[config.mk]
export PLATFORM = sky130hd
export DESIGN_NAME = cnn_score_argmax
export DESIGN_NICKNAME = d
export VERILOG_FILES = /design/src/rtl/cnn_score_argmax.sv
export SDC_FILE = /design/constraint.sdc
export NUM_CORES = 1
export LEC_CHECK = 0
export ABC_AREA = 1
export CORE_MARGIN = 2
export CORE_UTILIZATION = 35
export CTS_CLUSTER_SIZE = 24
export DETAILED_ROUTE_END_ITERATION = 8
export PLACE_DENSITY_LB_ADDON = 0.12
export REMOVE_ABC_BUFFERS = 1
export SLEW_MARGIN = 20
export SYNTH_ARGS = -nofsm -noshare
export SYNTH_HDL_FRONTEND = slang
export SYNTH_SLANG_ARGS = --single-unit
[constraint.sdc]
create_clock -name clk -period 2.9 [get_ports clk]
set_clock_uncertainty 0.2 [all_clocks]
set_input_delay 0.29 -clock clk [delete_from_list [all_inputs] [get_ports clk]]
set_output_delay 0.29 -clock clk [all_outputs]
set_load 0.05 [all_outputs]
[src/rtl/cnn_score_argmax.sv]
// Collects five per-class CNN score streams and serially reduces them to one (class, score) result.
// Optional ARGMAX_THRESHOLD_EN: results whose best score is below THRESHOLD report class 5 (reject).
module cnn_score_argmax #(
    parameter int DATA_WIDTH = 12,
    parameter int THRESHOLD  = 0,
    parameter int CNT_WIDTH  = 16
) (
    input  logic                  clk,
    input  logic                  reset,
    input  logic [DATA_WIDTH-1:0] score_0_TDATA,
    input  logic                  score_0_TVALID,
    output logic                  score_0_TREADY,
    input  logic [DATA_WIDTH-1:0] score_1_TDATA,
    input  logic                  score_1_TVALID,
    output logic                  score_1_TREADY,
    input  logic [DATA_WIDTH-1:0] score_2_TDATA,
    input  logic                  score_2_TVALID,
    output logic                  score_2_TREADY,
    input  logic [DATA_WIDTH-1:0] score_3_TDATA,
    input  logic                  score_3_TVALID,
    output logic                  score_3_TREADY,
    input  logic [DATA_WIDTH-1:0] score_4_TDATA,
    input  logic                  score_4_TVALID,
    output logic                  score_4_TREADY,
    output logic [2:0]            class_out,
    output logic [DATA_WIDTH-1:0] score_out,
    output logic                  out_valid,
    input  logic                  out_ready,
    output logic [CNT_WIDTH-1:0]  result_count
);

    typedef enum logic [1:0] {
        S_COLLECT,
        S_SCAN,
        S_HOLD
    } state_t;

    state_t                r_state;
    logic [4:0]            r_captured;
    logic [DATA_WIDTH-1:0] r_score [5];
    logic [DATA_WIDTH-1:0] r_best;
    logic [2:0]            r_idx;
    logic [2:0]            r_scan_i;
    logic                  r_out_valid;
    logic [2:0]            r_class;
    logic [DATA_WIDTH-1:0] r_score_out;
    logic [CNT_WIDTH-1:0]  r_count;

    logic [DATA_WIDTH-1:0] w_tdata [5];
    logic [4:0]            w_valid;
    logic [4:0]            w_ready;
    logic [4:0]            w_xfer;
    logic [4:0]            w_captured_next;
    logic [DATA_WIDTH-1:0] w_cur_best;
    logic [2:0]            w_cur_idx;
    logic [DATA_WIDTH-1:0] w_cand;
    logic [DATA_WIDTH-1:0] w_next_best;
    logic [2:0]            w_next_idx;
    logic                  w_reject;

    assign w_tdata[0] = score_0_TDATA;
    assign w_tdata[1] = score_1_TDATA;
    assign w_tdata[2] = score_2_TDATA;
    assign w_tdata[3] = score_3_TDATA;
    assign w_tdata[4] = score_4_TDATA;
    assign w_valid    = {score_4_TVALID, score_3_TVALID, score_2_TVALID, score_1_TVALID, score_0_TVALID};

    // Each class accepts exactly one score per frame; nothing is accepted outside COLLECT.
    assign w_ready         = (r_state == S_COLLECT && !reset) ? ~r_captured : 5'b0;
    assign w_xfer          = w_valid & w_ready;
    assign w_captured_next = r_captured | w_xfer;

    assign score_0_TREADY = w_ready[0];
    assign score_1_TREADY = w_ready[1];
    assign score_2_TREADY = w_ready[2];
    assign score_3_TREADY = w_ready[3];
    assign score_4_TREADY = w_ready[4];

    // NOTE: every always_comb output gets a default first, so no path can infer a latch.
    always_comb begin
        w_cur_best = r_best;
        w_cur_idx  = r_idx;
        if (r_scan_i == 3'd1) begin
            w_cur_best = r_score[0];
            w_cur_idx  = 3'd0;
        end
        w_cand      = r_score[r_scan_i];
        w_next_best = w_cur_best;
        w_next_idx  = w_cur_idx;
        // Strict compare: on a tie the earlier (lower) class index keeps the win.
        if ($signed(w_cand) > $signed(w_cur_best)) begin
            w_next_best = w_cand;
            w_next_idx  = r_scan_i;
        end
    end

`ifdef ARGMAX_THRESHOLD_EN
    localparam logic signed [DATA_WIDTH-1:0] THRESHOLD_Q = DATA_WIDTH'(THRESHOLD);
    assign w_reject = $signed(w_next_best) < THRESHOLD_Q;
`else
    logic w_unused_threshold;
    assign w_unused_threshold = (THRESHOLD != 0);
    assign w_reject           = 1'b0;
`endif

    // NOTE: score holding registers carry no reset; r_captured alone says whether they are meaningful.
    always_ff @(posedge clk) begin
        for (int k = 0; k < 5; k++) begin
            if (w_xfer[k]) begin
                r_score[k] <= w_tdata[k];
            end
        end
    end

    // NOTE: all state updates use non-blocking assignments so every register samples pre-edge values.
    always_ff @(posedge clk) begin
        if (reset) begin
            r_state     <= S_COLLECT;
            r_captured  <= '0;
            r_best      <= '0;
            r_idx       <= '0;
            r_scan_i    <= '0;
            r_out_valid <= 1'b0;
            r_class     <= '0;
            r_score_out <= '0;
            r_count     <= '0;
        end else begin
            case (r_state)
                S_COLLECT: begin
                    r_captured <= w_captured_next;
                    if (w_captured_next == 5'h1f) begin
                        r_state  <= S_SCAN;
                        r_scan_i <= 3'd1;
                    end
                end
                S_SCAN: begin
                    r_best   <= w_next_best;
                    r_idx    <= w_next_idx;
                    r_scan_i <= r_scan_i + 3'd1;
                    if (r_scan_i == 3'd4) begin
                        r_state     <= S_HOLD;
                        r_out_valid <= 1'b1;
                        r_class     <= w_reject ? 3'd5 : w_next_idx;
                        r_score_out <= w_next_best;
                    end
                end
                S_HOLD: begin
                    if (out_ready) begin
                        r_state     <= S_COLLECT;
                        r_captured  <= '0;
                        r_out_valid <= 1'b0;
                        r_count     <= r_count + CNT_WIDTH'(1);
                    end
                end
                default: begin
                    r_state <= S_COLLECT;
                end
            endcase
        end
    end

    assign class_out    = r_class;
    assign score_out    = r_score_out;
    assign out_valid    = r_out_valid;
    assign result_count = r_count;

endmodule

==> Word-level counts from Yosys, hierarchy flattened <==
Memories as Yosys holds them, arrays and structs flattened. A register that Yosys moved wholly into a read port is not among the register bits.
Index checks and enable logic that the tools add are counted.
{ "word_totals": {"mem_bits_rw": 60, "wordCells": 64, "mem_count": 1, "regBits": 57} }
{ "mem_list": {"columns": ["name", "depth", "word_bits", "read_ports", "rd_clocked_by_memory_dff", "wr", "line", "text"], "rows": [
  ["r_score", 5, 12, 2, 1, 5, "40", "logic [DATA_WIDTH-1:0] r_score [5];"]
]} }
{ "op_classes": {"n_addsub": 2, "magnitude_cmp": 1, "n_eq_ne": 8, "n_reduce_logical": 12, "n_mux": 28, "bitwise": 3} }
{ "op_table": {"columns": ["cell", "n"], "rows": [
  ["12-bit 2-to-1 mux", 2],
  ["16-bit by 1-bit adder with 16-bit output, second input constant", 1],
  ["3-bit 2-to-1 mux", 5],
  ["12-bit > comparator", 1],
  ["1-bit 2-to-1 mux", 12],
  ["5-bit 2-to-1 mux", 2],
  ["5-bit case mux with 2 select lines", 1],
  ["2-bit AND reduction", 4],
  ["2-bit 2-to-1 mux", 3],
  ["2-bit case mux with 3 select lines", 1],
  ["3-bit case mux with 2 select lines", 1],
  ["3-bit AND reduction", 2],
  ["2-bit nonzero test", 3],
  ["5-bit bitwise AND", 1],
  ["5-bit equality test, second input constant", 1],
  ["5-bit NOT", 1],
  ["5-bit bitwise OR", 1],
  ["2-bit inequality test, second input constant", 2],
  ["3-bit by 1-bit adder with 3-bit output, second input constant", 1],
  ["3-bit by 1-bit equality test with 1-bit output, second input constant", 1],
  ["3-bit equality test, second input constant", 1],
  ["2-bit by 1-bit equality test with 1-bit output, second input constant", 1],
  ["2-bit equality test, second input constant", 1],
  ["2-bit logical NOT", 1],
  ["4 further kinds", 4]
]} }

==> Depth between registers and ports, before layout <==
Gate-level depths: netlist (run 1).
{ "depth": {"depth_word": 10, "depth_mapped": 23, "depth_no_buf": 21} }

==> Worst setup path before layout (run 1) <==
OpenSTA, ideal clock, no wires.
{ "synth_path": {"path_type": "register -> register", "startpoint": "register r_scan_i[1]", "endpoint": "register r_best[0]", "setup_ns": 0.109, "path_slack_ns": -0.058, "period_less_slack_ns": 2.958, "stages_incl_launch_ff": 23, "arrival_ns": 2.649, "t_required_ns": 2.591, "cell_sequence": "dfxtp_1 -> inv_1 -> ha_1 -> nand2_2 -> clkbuf_1 -> nand2_1 -> o21ai_0 -> inv_1 -> ha_1 -> nand2_1 -> inv_1 -> nand3_1 -> nor2_1 -> nand4_1 -> nor2_2 -> nor2_4 -> nand3_4 -> nand3_4 -> buf_6 -> nand2_1 -> nand3_1 -> nand2_1 -> inv_1"} }
{ "synth_between": {"elab_chain_cells": 4} }
{ "synth_rtl": {"columns": ["element", "line", "text"], "rows": [
  ["start, declared", "43", "logic [2:0] r_scan_i;"],
  ["start signal, assigned", "139", "r_scan_i <= r_scan_i + 3'd1;"],
  ["3-bit by 1-bit equality test with 1-bit output (*)", "83", "if (r_scan_i == 3'd1) begin"],
  ["12-bit 2-to-1 mux (*)", "83", null],
  ["12-bit > comparator", "91", "if ($signed(w_cand) > $signed(w_cur_best)) begin"],
  ["12-bit 2-to-1 mux (*)", "91", null],
  ["end signal, assigned", "137", "r_best <= w_next_best;"],
  ["end, declared", "41", "logic [DATA_WIDTH-1:0] r_best;"]
]} }
Mark *: on every way between the ends. The rest lies on a longest branch, timed or not.
A chain may end at the register's enable or synchronous reset.

==> results of run 1 <==
placed cells by master (no fill, tap or decap), types with 4 or more instances in the layout:
cell and n:
nor3_1 8, a31oi_1 4, inv_2 5, ha_1 14
nand2_1 81, edfxtp_1 60, bufinv_16 6, buf_4 59
dfxtp_1 59, buf_6 5, a31oi_2 7, o21ai_2 7
nor2_1 102, nand3_2 6, o21ai_1 13, clkbuf_16 17
inv_1 97, clkdlybuf4s50_1 99, o21ai_0 29, nand2_2 11
a21oi_1 37, nand4_1 19, nor2_2 9, nand3_1 39
nor3b_1 4
kinds of logic after synthesis:
family	after synthesis	synth area share
AOI/OAI and AO/OA	109	0.104
and+or+nand+nor	290	0.239
adders and majority gates	15	0.0333
buffers and inverters	131	0.0914
DFF	120	0.532
metal layers:
metal	up-vias	GRT usage	share of wire
met3	21	0.0334	0.043
li1	2517	-	-
met5	-	0	0
met2	141	0.283	0.45
met4	0	0.0745	0.017
met1	2274	0.248	0.49
timing repair:
item,4_1_cts,5_1_grt
cloned,1,1
endpoints found under the setup margin,30,30
resized for setup,25,39
hold buffers,0,0
pin swaps,10,41
setup buffers,8,4
hold endpoints to repair,0,0
critical path: stages, from the launching register on:
cell     delay (ns)
dfxtp_4        0.40
buf_12         0.13
buf_4          0.14
nor2_2         0.04
nor2_1         0.07
o21ai_1        0.08
a31oi_2        0.20
ha_1           0.29
buf_4          0.15
a21o_1         0.18
nand4_1        0.09
nand2_1        0.08
nand2_2        0.10
nand2_2        0.07
nand2_4        0.10
buf_8          0.15
nand4_1        0.16
nand3_1        0.13
nand2_1        0.05
inv_1          0.04
worst paths after layout:
path / start / end / slack [ns] / depth (start not counted)
worst max-delay path: flip-flop / r_idx[0] / -0.01 / 19
worst min-delay path: score_2_TDATA[6] / r_score[2][6] / 0.23 / 1
worst max register to register: flip-flop / r_idx[0] / -0.01 / 19
worst min register to register: result_count[15] / result_count[15] / 0.26 / 1
power by group:
group / total, mW / internal [mW] / switching [mW]
registers: 1.86 / 1.84 / 0.0225
clock network: 2.40 / 1.62 / 0.782
logic: 0.428 / 0.205 / 0.223
per-stage QoR:
| step | utilization | power, mW | setup WS [ns] | hold WS, ns | std cells |
|---|---|---|---|---|---|
| 6_report | 0.516 | 4.69 | -0.0106 | 0.226 | 1052 |
| 5_1_grt | 0.516 | 4.85 | -0.208 | 0.216 | 1052 |
| 4_1_cts | 0.506 | 4.72 | -0.0127 | 0.212 | 1048 |
| 3_5_place_dp | 0.456 | 2.28 | -0.171 | 0.260 | 1007 |
| 3_3_place_gp | 0.456 | 2.27 | -0.102 | 0.247 | 1007 |
| 2_1_floorplan | - | 2.07 | -0.265 | 0.159 | 637 |
final cells by class:
| class | instances | area share |
|---|---|---|
| Tap cell | 216 | 0.0331 |
| Clock buffer | 18 | 0.0526 |
| Timing Repair Buffer | 165 | 0.187 |
| Inverter | 103 | 0.0483 |
| Multi-Input combinational cell | 416 | 0.281 |
| Sequential cell | 120 | 0.368 |
| Clock inverter | 14 | 0.0302 |
flip-flops by register name, summed over array words and instances, names as in the netlist, named ones only:
| name | cells |
|---|---|
| result_count | 16 |
| r_captured | 5 |
| score_out | 12 |
| r_score | 60 |
| out_valid | 1 |
| r_best | 12 |
| class_out | 3 |
| r_scan_i | 3 |
| r_state | 2 |
| r_idx | 3 |
==> qor.yml, run 1 <==
finish:
  drive_gt1_frac: 0.191
  antennaDiodeCount: 0
  syn_to_final_growth_pct: 44.7
  multi_input_area_um2: 2290
  n_fill_cell: 1426
  final_nets: 906
  postLayoutCellArea_um2: 8160
  seq_area_um2: 3010
sta:
  hold_viol: 0
  rsz0062_at_grt: "true"
  fmax_mhz: 344
  setup_tns_ns: -0.0221
  setup_viol: 3
  final_max_slew_viol_count: 0
  fin_crit_sh: 1.00
  slew_headroom: 0.638
  post-route-min-period_ns: 2.91
  tightest_slew_ns: 0.542
  finalWorstSetupSlack_ns: -0.0106
place:
  port_buffers: 104
  placed_area_um2: 7220
  routabilityCongestion: 0.801
  hpwl_um: 10600
grt:
  grt_pass1_wl_um: 24000
  grt_antenna_before_repair: 0
  grt_start_max_net_pins: 43
  grt_pass1_vias: 4965
  grt_usage: 0.181
  grt_overflow: 0
floorplan:
  die_w_um: 131
  dieHeight_um: 131
  row_count: 46
  start_util: 0.356
  io_pins: 105
  core-area_um2: 15800
  die-area_um2: 17100
yosys:
  ys_async_sr_fraction: 0
  seq_area_frac_synth: 0.532
  netlist.area_leader.share: 0.319
  syn_area_um2: 5640
  ys_ff_latch: 120
  synthTopCellsByArea: "edfxtp_1 32%, dfxtp_1 21%, nor2_1 7.2%, inv_1 6.7%, nand2_1 5.5%"
  synth_edf_count: 60
  yosysWarnings: 0
  yosysTopAreaCell: "edfxtp_1"
  syn_area_per_cell_um2: 8.48
  ys.flop_type: "edfxtp_1"
  yosysMostFrequentCell: "nor2_1"
  netlist_instances: 665
  yosysUniqueCellTypes: 34
  synth_common_cells: "108 x nor2_1, 100 x inv_1, 83 x nand2_1"
worst_setup_path:
  endpoint_kind: "flip-flop"
  crit_required_ns: 3.06
  crit_arrival_ns: 3.07
  crit_type: "flip-flop to flip-flop"
  cp_max_fo: 15
  critical_path.startpoint_type: "flip-flop"
clock_network:
  tritoncts: "built"
  worst_skew_pair.late_latency_ns: 0.42
  htree_levels: 4
  cts.sinks: 120
  cts_root_buffer: "clkbuf_16"
  clock_path_buffers: 2
  path_clk_slew_ns: 0.06
  cts_made_buffers: 17
flow_run:
  cap_violations: 0
outcome:
  failed_checks: "negative setup slack"
  status: "complete, but fails checks"
power_and_ir_drop:
  p_per_area_nw_per_um2: 574
  p_leak_nw: 3.39
  ir_worst_vdd_mv: 0.403
detailed_routing:
  dr.pass1.iters: 5
  vias: 4953
  antenna_left: 0
  drtIter0Drc: 225
  wl_um: 14700
  remaining_drc_errors: 0
  viasPerCell: 4.71
  post_drt_wl_per_cell_um: 14.0
min_path:
  hold_class: "primary input to flip-flop"
No activity file was read; power rests on OpenSTA's default activity.
==> inputs of run 2 (changes only) <==
SETUP_SLACK_MARGIN = 0.15   (was default)
==> run 2 against run 1 <==
  * Global-route usage up 0.40 points
  * The run still ends with negative setup slack left
  * Cell area up 0.66%
  * Highest routed layer unchanged
  * Via count grew 0.22%
  * Combinational power grew 4%
  * Register-to-register slack got worse by 0.05 ns
  * Sequential share of layout area shrank 0.24 points
  * Setup slack got worse by 0.051 ns
  * Flip-flop and latch count unchanged
  * Clock power about the same
==> qor.yml, run 2 (same netlist as run 1, synthesis figures left out) <==
outcome:
  status: "complete, but fails checks"
  failed_checks: "negative setup slack"
sta:
  setup_viol: 30
  rsz0062_at_grt: "true"
  fin_crit_sh: 1.02
  post-route-min-period_ns: 2.96
  slew_headroom: 0.639
  setup_tns_ns: -0.954
  finalWorstSetupSlack_ns: -0.0619
  tightest_slew_ns: 0.540
  fmax_mhz: 338
  final_max_slew_viol_count: 0
  hold_viol: 0
floorplan:
  dieHeight_um: 131
  die-area_um2: 17100
  core-area_um2: 15800
  die_w_um: 131
  io_pins: 105
  start_util: 0.356
  row_count: 46
grt:
  grt_start_max_net_pins: 43
  grt_pass1_vias: 4984
  grt_overflow: 0
  grt_usage: 0.185
  grt_antenna_before_repair: 0
  grt_pass1_wl_um: 24300
finish:
  final_cell_mix: "103 x nor2_1, 99 x clkdlybuf4s50_1, 97 x inv_1"
  final_nets: 909
  instances_no_fill: 1055
  largest_register_ffs: 60
  largest-register: "r_score"
  final_common_cell: "nor2_1"
  antennaDiodeCount: 0
  drive_gt1_frac: 0.192
  postLayoutCellArea_um2: 8220
  syn_to_final_growth_pct: 45.7
place:
  placed_area_um2: 7220
  hpwl_um: 10600
  dp_cells: 1007
  port_buffers: 104
  routabilityCongestion: 0.801
clock_network:
  tritoncts: "built"
  clock_path_buffers: 2
  htree_levels: 4
  worst_skew_pair.late_latency_ns: 0.42
  cts_made_buffers: 17
  path_clk_slew_ns: 0.06
  cts_root_buffer: "clkbuf_16"
  cts.sinks: 120
worst_setup_path:
  crit_family: "simple AND/OR/NAND/NOR gates"
  crit_required_ns: 3.02
  endpoint_kind: "flip-flop"
  cp_num_buf_inv: 4
  path_cells: "inv_6, buf_4, o21ai_0, a31oi_2, ha_1, nand3_2, nor2_2, nand4_1, nor2_1, nand3_2, buf_6, nand4_1, nand3_1, nand2_1, inv_1"
  crit_type: "flip-flop to flip-flop"
  worst_path_max_delay_cell: "dfxtp_4"
  cp_max_fo: 9
  critical_path.startpoint_type: "flip-flop"
  crit_arrival_ns: 3.08
  path_depth: 15
  slowest_delay_ns: 0.39
  r2r_cells: 15
detailed_routing:
  viasPerCell: 4.71
  remaining_drc_errors: 0
  wl_um: 14900
  drtIter0Drc: 265
  dr.pass1.iters: 5
  antenna_left: 0
  vias: 4964
  post_drt_wl_per_cell_um: 14.1
flow_run:
  cap_violations: 0
power_and_ir_drop:
  ir_worst_vdd_mv: 0.404
  p_per_area_nw_per_um2: 574
  p_leak_nw: 3.41
min_path:
  min_path_cells: 1
  hold_class: "primary input to flip-flop"
run 2: cell type report:
| class | count | area, µm² |
|---|---|---|
| fill | 1414 | 7610 |
| sequential | 120 | 3010 |
| multi-input combinational | 416 | 2300 |
| timing repair buffer | 168 | 1570 |
| clock buffer | 18 | 429 |
| inverter | 103 | 394 |
| tap | 216 | 270 |
| clock inverter | 14 | 246 |
run 2: timing repair:
action / 4_1_cts / 5_1_grt
buffers inserted: 12 / 1
endpoints found under the setup margin: 30 / 30
hold buffers: 0 / 0
cloned: 3 / 0
gates resized for setup: 42 / 24
pin swaps: 37 / 42
run 2: worst paths after layout:
check             slack [ns]          endpoint               from
hold reg to reg         0.26  result_count[15]   result_count[15]
hold / removal          0.22    r_score[4][10]  score_4_TDATA[10]
setup / recovery       -0.06      class_out[2]          flip-flop
setup reg to reg       -0.06      class_out[2]          flip-flop
run 2: report_power, final:
group	switching, mW	internal [mW]
combinational	0.228	0.217
sequential	0.0221	1.83
clock	0.795	1.62
run 2: metal layers:
metal / global-route usage / vias to the layer above / wire length [µm]
met5: 0 / - / 0
met4: 0.0751 / 0 / 284
met3: 0.0366 / 22 / 690
met2: 0.292 / 152 / 6730
met1: 0.250 / 2269 / 7160
li1: - / 2521 / -
run 2: stage by stage:
| step | hold WS (ns) | setup slack [ns] | power (mW) | utilization |
|---|---|---|---|---|
| after floorplan | 0.159 | -0.265 | 2.07 | - |
| after global placement | 0.247 | -0.102 | 2.27 | 0.456 |
| after detailed placement | 0.260 | -0.171 | 2.28 | 0.456 |
| after CTS | 0.212 | -0.0165 | 4.74 | 0.514 |
| after global routing | 0.214 | -0.226 | 4.87 | 0.519 |
| final | 0.224 | -0.0619 | 4.72 | 0.519 |
